$ cat src/rtl/output_weight_update.sv
// Output-layer SGD weight update: 8 weights, one written per cycle; sweep is 9 cycles from start to done_o, en_i=0 stalls everything.
// No backpressure: start_i is accepted only from IDLE. OWU_SATURATE_EN selects clamping instead of wrapping on the new weight.
module output_weight_update #(
  parameter int X_W      = 10,
  parameter int ERR_W    = 12,
  parameter int WEIGHT_W = 8,
  parameter int SHIFT    = 6,
  parameter int INIT_W   = 1
) (
  input  logic                  clk_i,
  input  logic                  rst_i,
  input  logic                  en_i,
  input  logic                  start_i,
  input  logic [ERR_W-1:0]      error_i,
  input  logic [8*X_W-1:0]      x_i,
  output logic [8*WEIGHT_W-1:0] w_o,
  output logic                  busy_o,
  output logic                  done_o
);

  localparam int N   = 8;
  localparam int P_W = ERR_W + X_W + 1;
  localparam int N_W = P_W + 1;
  localparam logic [WEIGHT_W-1:0] INIT_VAL = WEIGHT_W'(INIT_W);

  typedef enum logic [1:0] {
    IDLE   = 2'd0,
    UPDATE = 2'd1,
    DONE   = 2'd2
  } state_t;

  state_t                  state_q, state_d;
  logic [2:0]              idx_q, idx_d;
  logic [ERR_W-1:0]        err_q, err_d;
  logic [N*X_W-1:0]        x_q, x_d;
  logic [N*WEIGHT_W-1:0]   w_q, w_d;
  logic                    busy_q, busy_d;
  logic                    done_q, done_d;

  logic [X_W-1:0]          x_sel;
  logic [WEIGHT_W-1:0]     w_sel;
  logic signed [P_W-1:0]   err_ext;
  logic signed [P_W-1:0]   x_ext;
  logic signed [P_W-1:0]   prod;
  logic signed [P_W-1:0]   dlt;
  logic signed [N_W-1:0]   w_ext;
  logic signed [N_W-1:0]   d_ext;
  logic signed [N_W-1:0]   n_full;
  logic [WEIGHT_W-1:0]     w_new;

  // State register
  always_ff @(posedge clk_i) begin
    if (rst_i) begin
      state_q <= IDLE;
      idx_q   <= 3'd0;
      err_q   <= '0;
      x_q     <= '0;
      w_q     <= {N{INIT_VAL}};
      busy_q  <= 1'b0;
      done_q  <= 1'b0;
    end else begin
      state_q <= state_d;
      idx_q   <= idx_d;
      err_q   <= err_d;
      x_q     <= x_d;
      w_q     <= w_d;
      busy_q  <= busy_d;
      done_q  <= done_d;
    end
  end

  // Next-state logic
  always_comb begin
    state_d = state_q;
    if (en_i) begin
      case (state_q)
        IDLE:    if (start_i) state_d = UPDATE;
        UPDATE:  if (idx_q == 3'd7) state_d = DONE;
        DONE:    state_d = IDLE;
        default: state_d = IDLE;
      endcase
    end
  end

  // Registered status outputs follow the state being entered
  always_comb begin
    busy_d = busy_q;
    done_d = done_q;
    if (en_i) begin
      busy_d = (state_d != IDLE);
      done_d = (state_d == DONE);
    end
  end

  // Update arithmetic: p = err * x[idx], d = p >>> SHIFT, n = w[idx] - d
  always_comb begin
    x_sel   = x_q[idx_q*X_W +: X_W];
    w_sel   = w_q[idx_q*WEIGHT_W +: WEIGHT_W];
    err_ext = {{(P_W-ERR_W){err_q[ERR_W-1]}}, err_q};
    x_ext   = {{(P_W-X_W){1'b0}}, x_sel};
    prod    = err_ext * x_ext;
    dlt     = prod >>> SHIFT;
    w_ext   = {{(N_W-WEIGHT_W){w_sel[WEIGHT_W-1]}}, w_sel};
    d_ext   = {dlt[P_W-1], dlt};
    n_full  = w_ext - d_ext;
  end

`ifdef OWU_SATURATE_EN
  localparam logic signed [N_W-1:0] W_MAX = {{(N_W-WEIGHT_W+1){1'b0}}, {(WEIGHT_W-1){1'b1}}};
  localparam logic signed [N_W-1:0] W_MIN = {{(N_W-WEIGHT_W+1){1'b1}}, {(WEIGHT_W-1){1'b0}}};

  always_comb begin
    if (n_full > W_MAX)      w_new = W_MAX[WEIGHT_W-1:0];
    else if (n_full < W_MIN) w_new = W_MIN[WEIGHT_W-1:0];
    else                     w_new = n_full[WEIGHT_W-1:0];
  end
`else
  logic unused_n_hi;

  // Two's-complement wrap: upper bits of n are simply dropped
  assign w_new       = n_full[WEIGHT_W-1:0];
  assign unused_n_hi = ^n_full[N_W-1:WEIGHT_W];
`endif

  // Operand capture, index walk and weight write-back
  always_comb begin
    idx_d = idx_q;
    err_d = err_q;
    x_d   = x_q;
    w_d   = w_q;
    if (en_i) begin
      case (state_q)
        IDLE: begin
          if (start_i) begin
            err_d = error_i;
            x_d   = x_i;
            idx_d = 3'd0;
          end
        end
        UPDATE: begin
          w_d[idx_q*WEIGHT_W +: WEIGHT_W] = w_new;
          idx_d = idx_q + 3'd1;
        end
        default: idx_d = 3'd0;
      endcase
    end
  end

  assign w_o    = w_q;
  assign busy_o = busy_q;
  assign done_o = done_q;

endmodule

$ cat config.mk
export PLATFORM = sky130hd
export DESIGN_NAME = output_weight_update
export DESIGN_NICKNAME = d
export VERILOG_FILES = /design/src/rtl/output_weight_update.sv
export SDC_FILE = /design/constraint.sdc
export NUM_CORES = 1
export LEC_CHECK = 0
export BUFFER_PORTS_ARGS = -buffer_cell sky130_fd_sc_hd__buf_2
export CORE_AREA = 2 2 133 148
export CTS_CLUSTER_DIAMETER = 30
export CTS_CLUSTER_SIZE = 12
export DETAILED_ROUTE_END_ITERATION = 6
export DIE_AREA = 0 0 135 150
export PLACE_DENSITY_LB_ADDON = 0.15
export SYNTH_ARGS = -nofsm -noshare
export SYNTH_HDL_FRONTEND = slang
export SYNTH_SLANG_ARGS = --single-unit
$ cat constraint.sdc
create_clock -name clk_i -period 16.4 [get_ports clk_i]
set_clock_uncertainty 0.2 [all_clocks]
set_input_delay 1.64 -clock clk_i [delete_from_list [all_inputs] [get_ports clk_i]]
set_output_delay 1.64 -clock clk_i [all_outputs]
set_load 0.01 [all_outputs]
==> results.txt, run 1 <==
----------------------------------------------------
[Drt]
  1st-pass router iterations ... 5
  Post-route ant nets ... 0
  Wire length reported by the detailed router ... 25710 µm
  Average detailed-routed wire length per instance ... around 17 µm
  Vias post-DR ... 8353
  Number of vias per cell ... 5.421
  Initial DRC Count ... 411
  DRC Markers ... 0

[GRT]
  Number of antenna violations at the first check in global routing ... 0
  Overall Global Routing Usage ... 26.19%
  Gr ovfl total ... 0
  Pin count of the biggest net entering global routing ... between 100 and 150
  First-pass GRT wire length ... between 40000 and 50000 µm
  Vias in the first global route ... 8177

[Die]
  Initial core utilization ... 52.29%
  Number of I/O pins ... approximately 160
  Y dimension of the die ... 150 µm
  Cell row count ... 53
  Floorplan die area ... slightly above 0.02 mm²
  Die extent in x ... 135 µm
  Placeable core region ... 0.01883 mm²

[Timing]
  # setup viols final ... 0
  Final WS setup ... 8.183 ns
  Max Transition Viols Final ... 0
  Max transition margin ... 21.86%
  Clock period minus final worst setup slack ... 8.217 ns
  Max Fclk ... between 0.1 and 0.15 GHz
  Post-route setup TNS ... 0 ns
  Worst hold slack ... 0.2531 ns
  Final hold violation count ... 0
  RSZ-0062 raised after global routing ... no
  Worst-margin pin slew ... 1.172 ns
  Final critical-path share of the clock period ... 50.10%

[Yosys]
  Xor-xnor portion of the synthesized cell area ... 2.782%
  Synthesized-area fraction occupied by ao, oa, aoi and oai cells ... 10.53%
  Adder and majority gate portion of the synthesized area ... 16.69%
  Post-Syn Area per Cell ... about 8.4 µm²
  Largest family of logic cells by synthesized area ... simple AND/OR/NAND/NOR gates
  Synth top area share ... 33.13%
  Synthesized instance count ... 1171
  Basic-gate share of the synthesized area counting and, or, nand and nor cells ... 20.61%
  Primary flip-flop cell chosen by synthesis mapping ... sky130_fd_sc_hd__dfxtp_1
  Cell taking the most area after synthesis ... sky130_fd_sc_hd__dfxtp_1
  Number of enable flip-flop cells after synthesis ... 0
  Synthesized cell area ... approximately 0.0098 mm²
  Sequential fraction of the synthesis area ... 33.13%
  Synth async-reset ratio ... 0%
  Flops & latches, synth ... approximately 160
  Main area contributors after synthesis ... sky130_fd_sc_hd__dfxtp_1 (33%), sky130_fd_sc_hd__fa_1 (11%), sky130_fd_sc_hd__nand2_1 (11%)
  Proportion of synthesized area in mux cells ... 10.09%
  Syn Nets ... 1366
  Unique masters post-synth ... 52
  Synthesis warning total ... 0

[Power]
  Power, Total ... around 960 µW
  Leakage power summed over all cells ... 4.799 nW
  Maximum VDD drop ... 0.08470 mV
  Total power density per cell area ... 84.96 mW/mm²

[Critical path]
  Critical-path maximum fanout ... 41
  Worst-path cell with the longest stage delay ... sky130_fd_sc_hd__a221oi_2
  Worst Path Arrival ... 8.30 ns
  Category of the critical setup timing path ... register to register
  Worst path bufs/invs ... 3
  Delay of the slowest cell on the worst path ... 0.59 ns
  Top cell by count, worst path ... sky130_fd_sc_hd__ha_1
  Critical path endpoint category ... register
  Critical Path Source Type ... register
  Critical path's top delay family ... adder cells
  Req. time, crit path ... 16.48 ns

[Run]
  Total of max-cap violations ... 0

[CTS]
  Clock tree buffer depth ... 2
  Root buffer selected by CTS ... sky130_fd_sc_hd__clkbuf_16
  H-tree Lvls ... 4
  Clock latency on the worst-skew pair ... approximately 0.44 ns
  Buffers inserted during post-CTS setup optimization ... 0
  TritonCTS clock tree ... done
  Clock-pin slew on the worst setup and hold paths ... 0.07 ns
  Number of buffers inserted during clock tree synthesis ... 17
  Resize count post-CTS ... 0
  Hold-fix buffer count after cts ... 0
  Sinks on the clock net ... 163

[Layout]
  Post-route design area ... 0.01132 mm²
  # nets final ... 1476
  Layout-stage area growth over the synthesis result ... 14.97%
  Layout cells sized above 1 ... between 15 and 20%
  Final antenna diode count ... 0

[Place]
  Routability congestion estimate ... approximately 0.84
  DP Wirelength ... between 15000 and 20000 µm
  Quantity of I/O buffers inserted on ports ... 161
  Post-placement cell area ... 0.01069 mm²
  Pre-CTS setup slack ... 8.307 ns

[Run status]
  Run status ... finished, final reports clean

[Min path]
  Type of the worst min-delay path ... register to register

----------------------------------------------------
[routing by layer]
| layer | track usage, % | vias to the layer above | part of all wire, % |
|---|---|---|---|
| met3 | 4.607 | 47 | 6.1 |
| met5 | 0 | - | 0 |
| met1 | 34.27 | 3964 | 43 |
| li1 | - | 4062 | - |
| met4 | 9.323 | 0 | 2.5 |
| met2 | 43.76 | 280 | 49 |
[synth_stat cells, drive strengths merged, types with 3 or more instances]
| cell type | instances |
|---|---|
| a211o | 8 |
| a21oi | 145 |
| a221oi | 3 |
| a22oi | 9 |
| and2 | 36 |
| buf | 22 |
| clkbuf | 52 |
| dfxtp | 163 |
| fa | 54 |
| ha | 45 |
| inv | 75 |
| mux2 | 10 |
| mux2i | 22 |
| mux4 | 28 |
| nand2 | 288 |
| nand2b | 7 |
| nand3 | 4 |
| nor2 | 110 |
| nor2b | 9 |
| nor3 | 17 |
| nor4 | 3 |
| o21a | 3 |
| o21ai | 4 |
| o22ai | 5 |
| xnor2 | 20 |
| xor2 | 6 |
[worst register-to-register path: cells and delay by family (launching register included)]
family | cells | cell delay (ns)
DFF | 1 | 0.48
AOI/OAI and AO/OA | 10 | 2.00
xor gates and xnor gates | 2 | 0.79
buffers and inverters | 3 | 0.68
and+or+nand+nor | 8 | 0.97
muxes | 1 | 0.29
adders and majority gates | 7 | 2.66
[cells in the final DEF (no fill, tap or decap), types with 4 or more instances in the layout]
| master | count |
|---|---|
| sky130_fd_sc_hd__inv_6 | 4 |
| sky130_fd_sc_hd__and2_1 | 36 |
| sky130_fd_sc_hd__buf_2 | 160 |
| sky130_fd_sc_hd__nor2_1 | 110 |
| sky130_fd_sc_hd__mux4_1 | 7 |
| sky130_fd_sc_hd__clkbuf_16 | 17 |
| sky130_fd_sc_hd__xor2_1 | 6 |
| sky130_fd_sc_hd__mux2_2 | 9 |
| sky130_fd_sc_hd__o21ai_0 | 4 |
| sky130_fd_sc_hd__mux2i_1 | 22 |
| sky130_fd_sc_hd__a211o_1 | 8 |
| sky130_fd_sc_hd__mux4_2 | 21 |
| sky130_fd_sc_hd__xnor2_1 | 20 |
| sky130_fd_sc_hd__a22oi_1 | 9 |
| sky130_fd_sc_hd__inv_1 | 75 |
| sky130_fd_sc_hd__dfxtp_1 | 161 |
| sky130_fd_sc_hd__nor2b_1 | 9 |
| sky130_fd_sc_hd__nand2_1 | 287 |
| sky130_fd_sc_hd__fa_1 | 54 |
| sky130_fd_sc_hd__a21oi_1 | 145 |
| sky130_fd_sc_hd__ha_1 | 45 |
| sky130_fd_sc_hd__nand2b_1 | 7 |
| sky130_fd_sc_hd__nor3_1 | 17 |
| sky130_fd_sc_hd__o22ai_1 | 5 |
| sky130_fd_sc_hd__buf_4 | 5 |
[path summary, 6_finish.rpt]
kind	cells after the start	slack, ns	start	end
worst min-delay path	2	0.25	x_q[17]	x_q[17]
worst max register to register	31	8.18	idx_q[1]	w_o[23]
worst max-delay path	31	8.18	idx_q[1]	w_o[23]
worst min register to register	2	0.25	x_q[17]	x_q[17]
[area by class of cell]
cell class                      instances  area, µm²
Clock inverter                         14      192.7
Tap cell                              247      309.0
Inverter                               76      285.3
Timing Repair Buffer                  165      838.3
Sequential cell                       163       3266
Multi-Input combinational cell        858       5992
Clock buffer                           18      439.2
Fill cell                            1717       7511
[flip-flops by register name, indices dropped and copies added, names as in the netlist]
name / flops
idx_q: 3
busy_o: 1
x_q: 80
done_o: 1
w_o: 64
err_q: 12
state_q: 2
[logic make-up (layout without fill, tap and decap cells)]
family,count (synthesis),in the layout
adders and majority gates,99,99
and+or+nand+nor,486,486
buffers and inverters,150,273
DFF,163,163
muxes,60,60
AOI/OAI and AO/OA,185,185
xor gates and xnor gates,28,28
[report_power, final]
| part | total [mW] | leakage (nW) | switching, mW | internal, mW |
|---|---|---|---|---|
| combinational | 0.116 | 3.17 | 0.0698 | 0.0460 |
| clock | 0.428 | 0.305 | 0.179 | 0.249 |
| sequential | 0.419 | 1.32 | 0.0109 | 0.408 |
[per-stage QoR]
step / util [%] / cells
3_3_place_gp: 56.76 / 1509
5_1_grt: 60.12 / 1541
6_report: 60.12 / 1541
2_1_floorplan: - / 1171
3_5_place_dp: 56.76 / 1509
4_1_cts: 60.12 / 1541
Power figures use the tool's default switching activity.
==> inputs of run 2 (changes only) <==
- CORE_AREA: 2 2 133 148 -> 2 2 135 150
- DIE_AREA: 0 0 135 150 -> 0 0 137 152
- clock period: 16.4 -> 7.46 ns (I/O delays scaled with it)
==> run 2 against run 1 <==
Net effect: total power up 120%; first-iteration DRC count up 5.1%; sequential share of layout area shrank 0.60 points; die area increased by 2.8%; register-to-register slack worse by 7.8 ns; flip-flop and latch count is the same; via count is 0.42% lower; clock power is 120% higher; sequential power is 120% higher; routed wire length rose by 0.72%.
==> results.txt, run 2 (synthesis gave the netlist of run 1 again) <==
----------------------------------------------------
[Critical path]
  Worst-path cell with the longest stage delay ... sky130_fd_sc_hd__fa_1 (was sky130_fd_sc_hd__a221oi_2)
  Worst Path Arrival ... 7.13 ns (was 8.30 ns)
  Delay of the slowest cell on the worst path ... 0.53 ns (was 0.59 ns)
  Top cell by count, worst path ... sky130_fd_sc_hd__fa_1 (was sky130_fd_sc_hd__ha_1)
  Req. time, crit path ... 7.53 ns (was 16.48 ns)
  Category of the critical setup timing path ... register to register (unchanged)
  Count of cells along the worst register-to-register path ... 28 (was 31)
  Critical path endpoint category ... register (unchanged)
  Critical-path maximum fanout ... 8 (was 41)
  Critical Path Source Type ... register (unchanged)

[Timing]
  Max Fclk ... 0.1418 GHz (was 0.1217 GHz)
  Max transition margin ... 22.52% (was 21.86%)
  Clock period minus final worst setup slack ... 7.052 ns (was 8.217 ns)
  Worst-margin pin slew ... 1.160 ns (was 1.172 ns)
  Final critical-path share of the clock period ... 94.53% (was 50.10%)
  # setup viols final ... 0 (unchanged)
  Final WS setup ... 0.4080 ns (was 8.183 ns)
  Max Transition Viols Final ... 0 (unchanged)
  Final hold violation count ... 0 (unchanged)

[Die]
  Placeable core region ... 0.01946 mm² (was 0.01883 mm²)
  Cell row count ... 54 (was 53)
  Y dimension of the die ... 152 µm (was 150 µm)
  Initial core utilization ... 50.61% (was 52.29%)
  Die extent in x ... 137 µm (was 135 µm)
  Floorplan die area ... 0.02082 mm² (was 0.02025 mm²)
  Number of I/O pins ... 162 (unchanged)

[CTS]
  Root buffer selected by CTS ... sky130_fd_sc_hd__clkbuf_16 (unchanged)
  Clock-pin slew on the worst setup and hold paths ... 0.07 ns (about the same)
  Sinks on the clock net ... 163 (unchanged)
  Clock latency on the worst-skew pair ... 0.43 ns (was 0.44 ns)
  H-tree Lvls ... 4 (unchanged)
  Number of buffers inserted during clock tree synthesis ... 17 (unchanged)
  Hold-fix buffer count after cts ... 0 (unchanged)
  TritonCTS clock tree ... done (unchanged)
  Clock tree buffer depth ... 2 (unchanged)

[Drt]
  Vias post-DR ... 8318 (was 8353)
  Post-route ant nets ... 0 (unchanged)
  Number of vias per cell ... 5.301 (was 5.421)
  Wire length reported by the detailed router ... 25900 µm (was 25710 µm)
  Average detailed-routed wire length per instance ... 16.51 µm (was 16.69 µm)
  DRC Markers ... 0 (unchanged)
  1st-pass router iterations ... 7 (was 5)
  Initial DRC Count ... 432 (was 411)

[Run]
  Total of max-cap violations ... 0 (unchanged)

[Place]
  Routability congestion estimate ... 0.8417 (was 0.8368)
  Pre-CTS setup slack ... 0.004762 ns (was 8.307 ns)
  Quantity of I/O buffers inserted on ports ... 161 (unchanged)
  Post-placement cell area ... 0.01083 mm² (was 0.01069 mm²)
  DP Wirelength ... 18930 µm (was 18690 µm)

[Min path]
  Hold path depth ... 2 (unchanged)
  Type of the worst min-delay path ... register to register (unchanged)

[GRT]
  Pin count of the biggest net entering global routing ... 95 (was 115)
  Gr ovfl total ... 0 (unchanged)
  Vias in the first global route ... 8260 (was 8177)
  Number of antenna violations at the first check in global routing ... 2 (was 0)
  Overall Global Routing Usage ... 25.27% (was 26.19%)
  First-pass GRT wire length ... 41410 µm (was 41360 µm)

[Layout]
  Layout cells sized above 1 ... 20.21% (was 18.39%)
  Largest register FFs ... 80 (unchanged)
  Post-route design area ... 0.01158 mm² (was 0.01132 mm²)
  Commonest cells after routing, fill and taps aside ... sky130_fd_sc_hd__nand2_1 (287), sky130_fd_sc_hd__dfxtp_1 (161), sky130_fd_sc_hd__buf_2 (160), sky130_fd_sc_hd__a21oi_1 (145), sky130_fd_sc_hd__nor2_1 (110) (unchanged)
  Utilization of the core after routing ... 59.50% (was 60.12%)
  Most common cell after layout, fill and taps aside ... sky130_fd_sc_hd__nand2_1 (unchanged)
  # nets final ... 1498 (was 1476)
  Top reg by flops ... x_q (unchanged)
  Layout-stage area growth over the synthesis result ... 17.57% (was 14.97%)

[Power]
  Leakage power summed over all cells ... 4.933 nW (was 4.799 nW)
  Maximum VDD drop ... 0.1623 mV (was 0.08470 mV)
  Total power density per cell area ... 184.6 mW/mm² (was 84.96 mW/mm²)

[Run status]
  Run status ... finished, final reports clean (unchanged)

----------------------------------------------------
run 2: layout make-up:
type	instances	area, µm²
clock inverter	15	216.5
antenna	1	2.502
fill	1784	7880
tap	252	315.3
sequential	163	3271
inverter	76	285.3
multi-input combinational	858	6047
clock buffer	17	425.4
timing repair buffer	187	1016
run 2: timing repair:
item,in CTS,in global routing
buffers inserted,0,4
resized for setup,0,13
setup endpoints to repair,0,24
hold endpoints to repair,0,0
run 2: per-layer routing:
| metal | vias up | wire length (µm) | GRT usage [%] |
|---|---|---|---|
| li1 | 4110 | - | - |
| met1 | 3935 | 11350 | 33.67 |
| met2 | 226 | 12750 | 41.89 |
| met3 | 45 | 1263 | 4.705 |
| met4 | 2 | 516 | 7.069 |
| met5 | - | 15 | 0 |
run 2: critical path, delay by kind of cell, from the launching register on:
family | cells | cell delay, ns
adder cells (fa/ha/maj) | 7 | 3.08
AO/OA/AOI/OAI | 10 | 1.57
AND/OR/NAND/NOR | 6 | 0.96
flip-flops | 1 | 0.39
XOR/XNOR | 1 | 0.35
buffers and inverters | 4 | 0.34
run 2: metrics by stage:
| stage | setup TNS (ns) | std cells | power, mW | hold slack, ns |
|---|---|---|---|---|
| after global placement | 0 | 1532 | 1.198 | 0.2399 |
| after global routing | -0.004224 | 1568 | 2.212 | 0.2664 |
| after floorplan | 0 | 1171 | 1.108 | 0.2315 |
| final | 0 | 1569 | 2.137 | 0.2539 |
| after CTS | 0 | 1564 | 2.146 | 0.2555 |
| after detailed placement | 0 | 1532 | 1.202 | 0.2454 |
run 2: report_power, final:
group	leakage (nW)	total [mW]	internal, mW	switching, mW
Clock	0.304	0.952	0.544	0.408
Combinational	3.30	0.266	0.111	0.155
Sequential	1.33	0.918	0.896	0.0229
Total	4.93	2.14	1.55	0.586
run 2: path summary, 6_finish.rpt:
path	start	to	slack, ns
worst max-delay path	idx_q[0]	w_o[63]	0.41
worst min register to register	x_q[32]	x_q[32]	0.25
worst max register to register	idx_q[0]	w_o[63]	0.41
worst min-delay path	x_q[32]	x_q[32]	0.25
==> inputs of run 3 (changes only) <==
==> constraint.sdc (replaced) <==
create_clock -name clk_i -period 7.46 [get_ports clk_i]
set_clock_uncertainty 0.2 [all_clocks]
set_input_delay 0 -clock clk_i [delete_from_list [all_inputs] [get_ports clk_i]]
set_output_delay 0 -clock clk_i [all_outputs]
set_load 0.01 [all_outputs]
==> run 3 against run 2 <==
Net effect: the run now ends with negative hold slack left; worst hold slack worse by 0.26 ns; flip-flop and latch count stayed put; non-clock buffer count up 161; first-iteration DRC count up 1.4%; setup slack got worse by 0.0022 ns; critical path type unchanged.
==> results.txt, run 3 (synthesis gave the netlist of run 1 again) <==
----------------------------------------------------
[Run status]
  Run status ... complete, but fails checks (was finished, final reports clean)
  Failing checks ... negative hold slack

[Timing]
  Clock period minus final worst setup slack ... 7.054 ns (was 7.052 ns)
  Worst-margin pin slew ... 1.115 ns (was 1.160 ns)
  Worst hold slack ... -0.007246 ns (was 0.2539 ns)
  Max Transition Viols Final ... 0 (unchanged)
  Max transition margin ... 25.49% (was 22.52%)
  # setup viols final ... 0 (unchanged)
  Final critical-path share of the clock period ... 94.56% (was 94.53%)
  Final hold violation count ... 3 (was 0)
  Max Fclk ... 0.1418 GHz (about the same)

[Die]
  Floorplan die area ... 0.02082 mm² (unchanged)
  Cell row count ... 54 (unchanged)
  Die extent in x ... 137 µm (unchanged)
  Placeable core region ... 0.01946 mm² (unchanged)
  Initial core utilization ... 50.61% (unchanged)
  Number of I/O pins ... 162 (unchanged)
  Y dimension of the die ... 152 µm (unchanged)

[Critical path]
  Category of the critical setup timing path ... register to register (unchanged)
  Delay of the slowest cell on the worst path ... 0.53 ns (about the same)
  Top cell by count, worst path ... sky130_fd_sc_hd__fa_1 (unchanged)
  Critical Path Source Type ... register (unchanged)
  Req. time, crit path ... 7.54 ns (was 7.53 ns)
  Worst Path Arrival ... 7.14 ns (was 7.13 ns)
  Origin of the worst setup path ... idx_q[0] (unchanged)
  Critical-path maximum fanout ... 8 (unchanged)
  Worst-path cell with the longest stage delay ... sky130_fd_sc_hd__fa_1 (unchanged)
  R2R Path Start ... idx_q[0] (unchanged)
  Critical path endpoint category ... register (unchanged)

[Layout]
  Top reg by flops ... x_q (unchanged)
  Filler cell count ... 1518 (was 1784)
  Largest register FFs ... 80 (unchanged)
  Most common cell after layout, fill and taps aside ... sky130_fd_sc_hd__nand2_1 (unchanged)
  Area of combinational cells with multiple inputs ... 0.006047 mm² (unchanged)
  Layout cells sized above 1 ... 18.01% (was 20.21%)
  Final cell count without fillers ... 1730 (was 1569)
  Commonest cells after routing, fill and taps aside ... sky130_fd_sc_hd__nand2_1 (287), sky130_fd_sc_hd__dfxtp_1 (161), sky130_fd_sc_hd__dlygate4sd3_1 (161), sky130_fd_sc_hd__buf_2 (160), sky130_fd_sc_hd__a21oi_1 (145) (was sky130_fd_sc_hd__nand2_1 (287), sky130_fd_sc_hd__dfxtp_1 (161), sky130_fd_sc_hd__buf_2 (160), sky130_fd_sc_hd__a21oi_1 (145), sky130_fd_sc_hd__nor2_1 (110))
  Sequential standard cell area ... 0.003271 mm² (unchanged)
  Layout-stage area growth over the synthesis result ... 33.94% (was 17.57%)
  # nets final ... 1659 (was 1498)

[Drt]
  1st-pass router iterations ... 5 (was 7)
  Amount of wire on met2 after detailed routing ... 14810 µm (was 12750 µm)
  DRC Markers ... 0 (unchanged)
  Initial DRC Count ... 438 (was 432)
  Vias post-DR ... 9243 (was 8318)
  Top routing layer used ... met4 (was met5)
  Number of vias per cell ... 5.343 (was 5.301)
  Met3 layer wire length in the routed design ... 1625 µm (was 1263 µm)
  Wire length the detailed router placed on met1 ... 12000 µm (was 11350 µm)
  Average detailed-routed wire length per instance ... 16.87 µm (was 16.51 µm)
  Post-route ant nets ... 0 (unchanged)
  Wire length reported by the detailed router ... 29190 µm (was 25900 µm)

[Min path]
  Type of the worst min-delay path ... input pin to register (was register to register)
  Worst hold path startpoint ... rst_i (was x_q[32])

[Power]
  Maximum VDD drop ... 0.1632 mV (was 0.1623 mV)
  Portion of total power attributed to the clock network ... 43.3% (was 44.5%)
  Internal power ... 1.602 mW (was 1.551 mW)
  Total power density per cell area ... 167.8 mW/mm² (was 184.6 mW/mm²)
  Net switching share of the total power ... 27.58% (was 27.42%)
  Net load switching power ... 610.2 µW (was 586.0 µW)
  Leakage power summed over all cells ... 5.763 nW (was 4.933 nW)
  Power share of the sequential group ... 41.5% (was 43.0%)
  Combinational group share of total power ... 15.1% (was 12.5%)

[GRT]
  Pin count of the biggest net entering global routing ... 95 (unchanged)
  Gr ovfl total ... 0 (unchanged)
  First-pass GRT wire length ... 46590 µm (was 41410 µm)
  Number of antenna violations at the first check in global routing ... 1 (was 2)
  Vias in the first global route ... 9392 (was 8260)
  Overall Global Routing Usage ... 28.36% (was 25.27%)

[Place]
  Routability congestion estimate ... 0.8417 (unchanged)
  DP Wirelength ... 18930 µm (unchanged)
  Quantity of I/O buffers inserted on ports ... 161 (unchanged)
  Placed insts ... 1532 (unchanged)

[CTS]
  Number of buffers inserted during clock tree synthesis ... 17 (unchanged)
  Clock tree buffer depth ... 2 (unchanged)
  Clock latency on the worst-skew pair ... 0.44 ns (was 0.43 ns)
  H-tree Lvls ... 4 (unchanged)
  Sinks on the clock net ... 163 (unchanged)
  Root buffer selected by CTS ... sky130_fd_sc_hd__clkbuf_16 (unchanged)
  TritonCTS clock tree ... done (unchanged)
  Clock-pin slew on the worst setup and hold paths ... 0.07 ns (about the same)

[Run]
  Total of max-cap violations ... 0 (unchanged)

----------------------------------------------------
==> run 3: layout make-up <==
type                       count  area share (%)
multi-input combinational    858           45.85
sequential                   163           24.80
timing repair buffer         348           19.92
clock buffer                  17           3.225
tap                          252           2.390
inverter                      76           2.163
clock inverter                15           1.641
antenna                        1         0.01897
==> run 3: worst max-delay path: cells and delay by family (launching register included) <==
family / cells / cell delay [ns]
xor+xnor: 1 / 0.35
buf+inv: 4 / 0.33
compound gates: 10 / 1.58
flops: 1 / 0.39
simple gates: 6 / 0.96
fa+ha+maj: 7 / 3.08
==> run 3: stage by stage <==
step	worst slack [ns]	util, %	power (mW)	TNS, ns	area [µm²]
after CTS	0.01208	67.25	2.205	0	13090
after global placement	0.2401	55.66	1.198	0	10830
after detailed placement	0.004762	55.66	1.202	0	10830
final	0.4058	67.79	2.213	0	13190
after floorplan	0.04372	-	1.108	0	9848
after global routing	-0.004857	67.79	2.282	-0.004857	13190
==> run 3: timing repair <==
action,4_1_cts,5_1_grt
gates resized for setup,0,13
buffers inserted,0,4
hold buffers,161,0
endpoints found under the hold margin,99,0
setup endpoints to repair,0,24
==> run 3: final timing paths <==
check	to	slack, ns	cells past startpoint
max	w_o[47]	0.41	28
min	x_q[3]	-0.007	2
max reg2reg	w_o[47]	0.41	28
min reg2reg	x_q[74]	0.25	2
==> run 3: layer usage <==
layer	vias to the layer above	global-route usage, %
li1	4440	-
met1	4410	36.16
met2	326	48.40
met3	67	4.905
met4	0	9.327
met5	-	0
==> run 3: power by group through the flow <==
stage | Combinational, mW | Sequential [mW] | Clock (mW)
6_report | 0.335 | 0.919 | 0.959
5_1_grt | 0.367 | 0.921 | 0.994
4_1_cts | 0.322 | 0.920 | 0.963
3_5_place_dp | 0.262 | 0.940 | 0
3_3_place_gp | 0.259 | 0.939 | 0
2_1_floorplan | 0.181 | 0.927 | 0
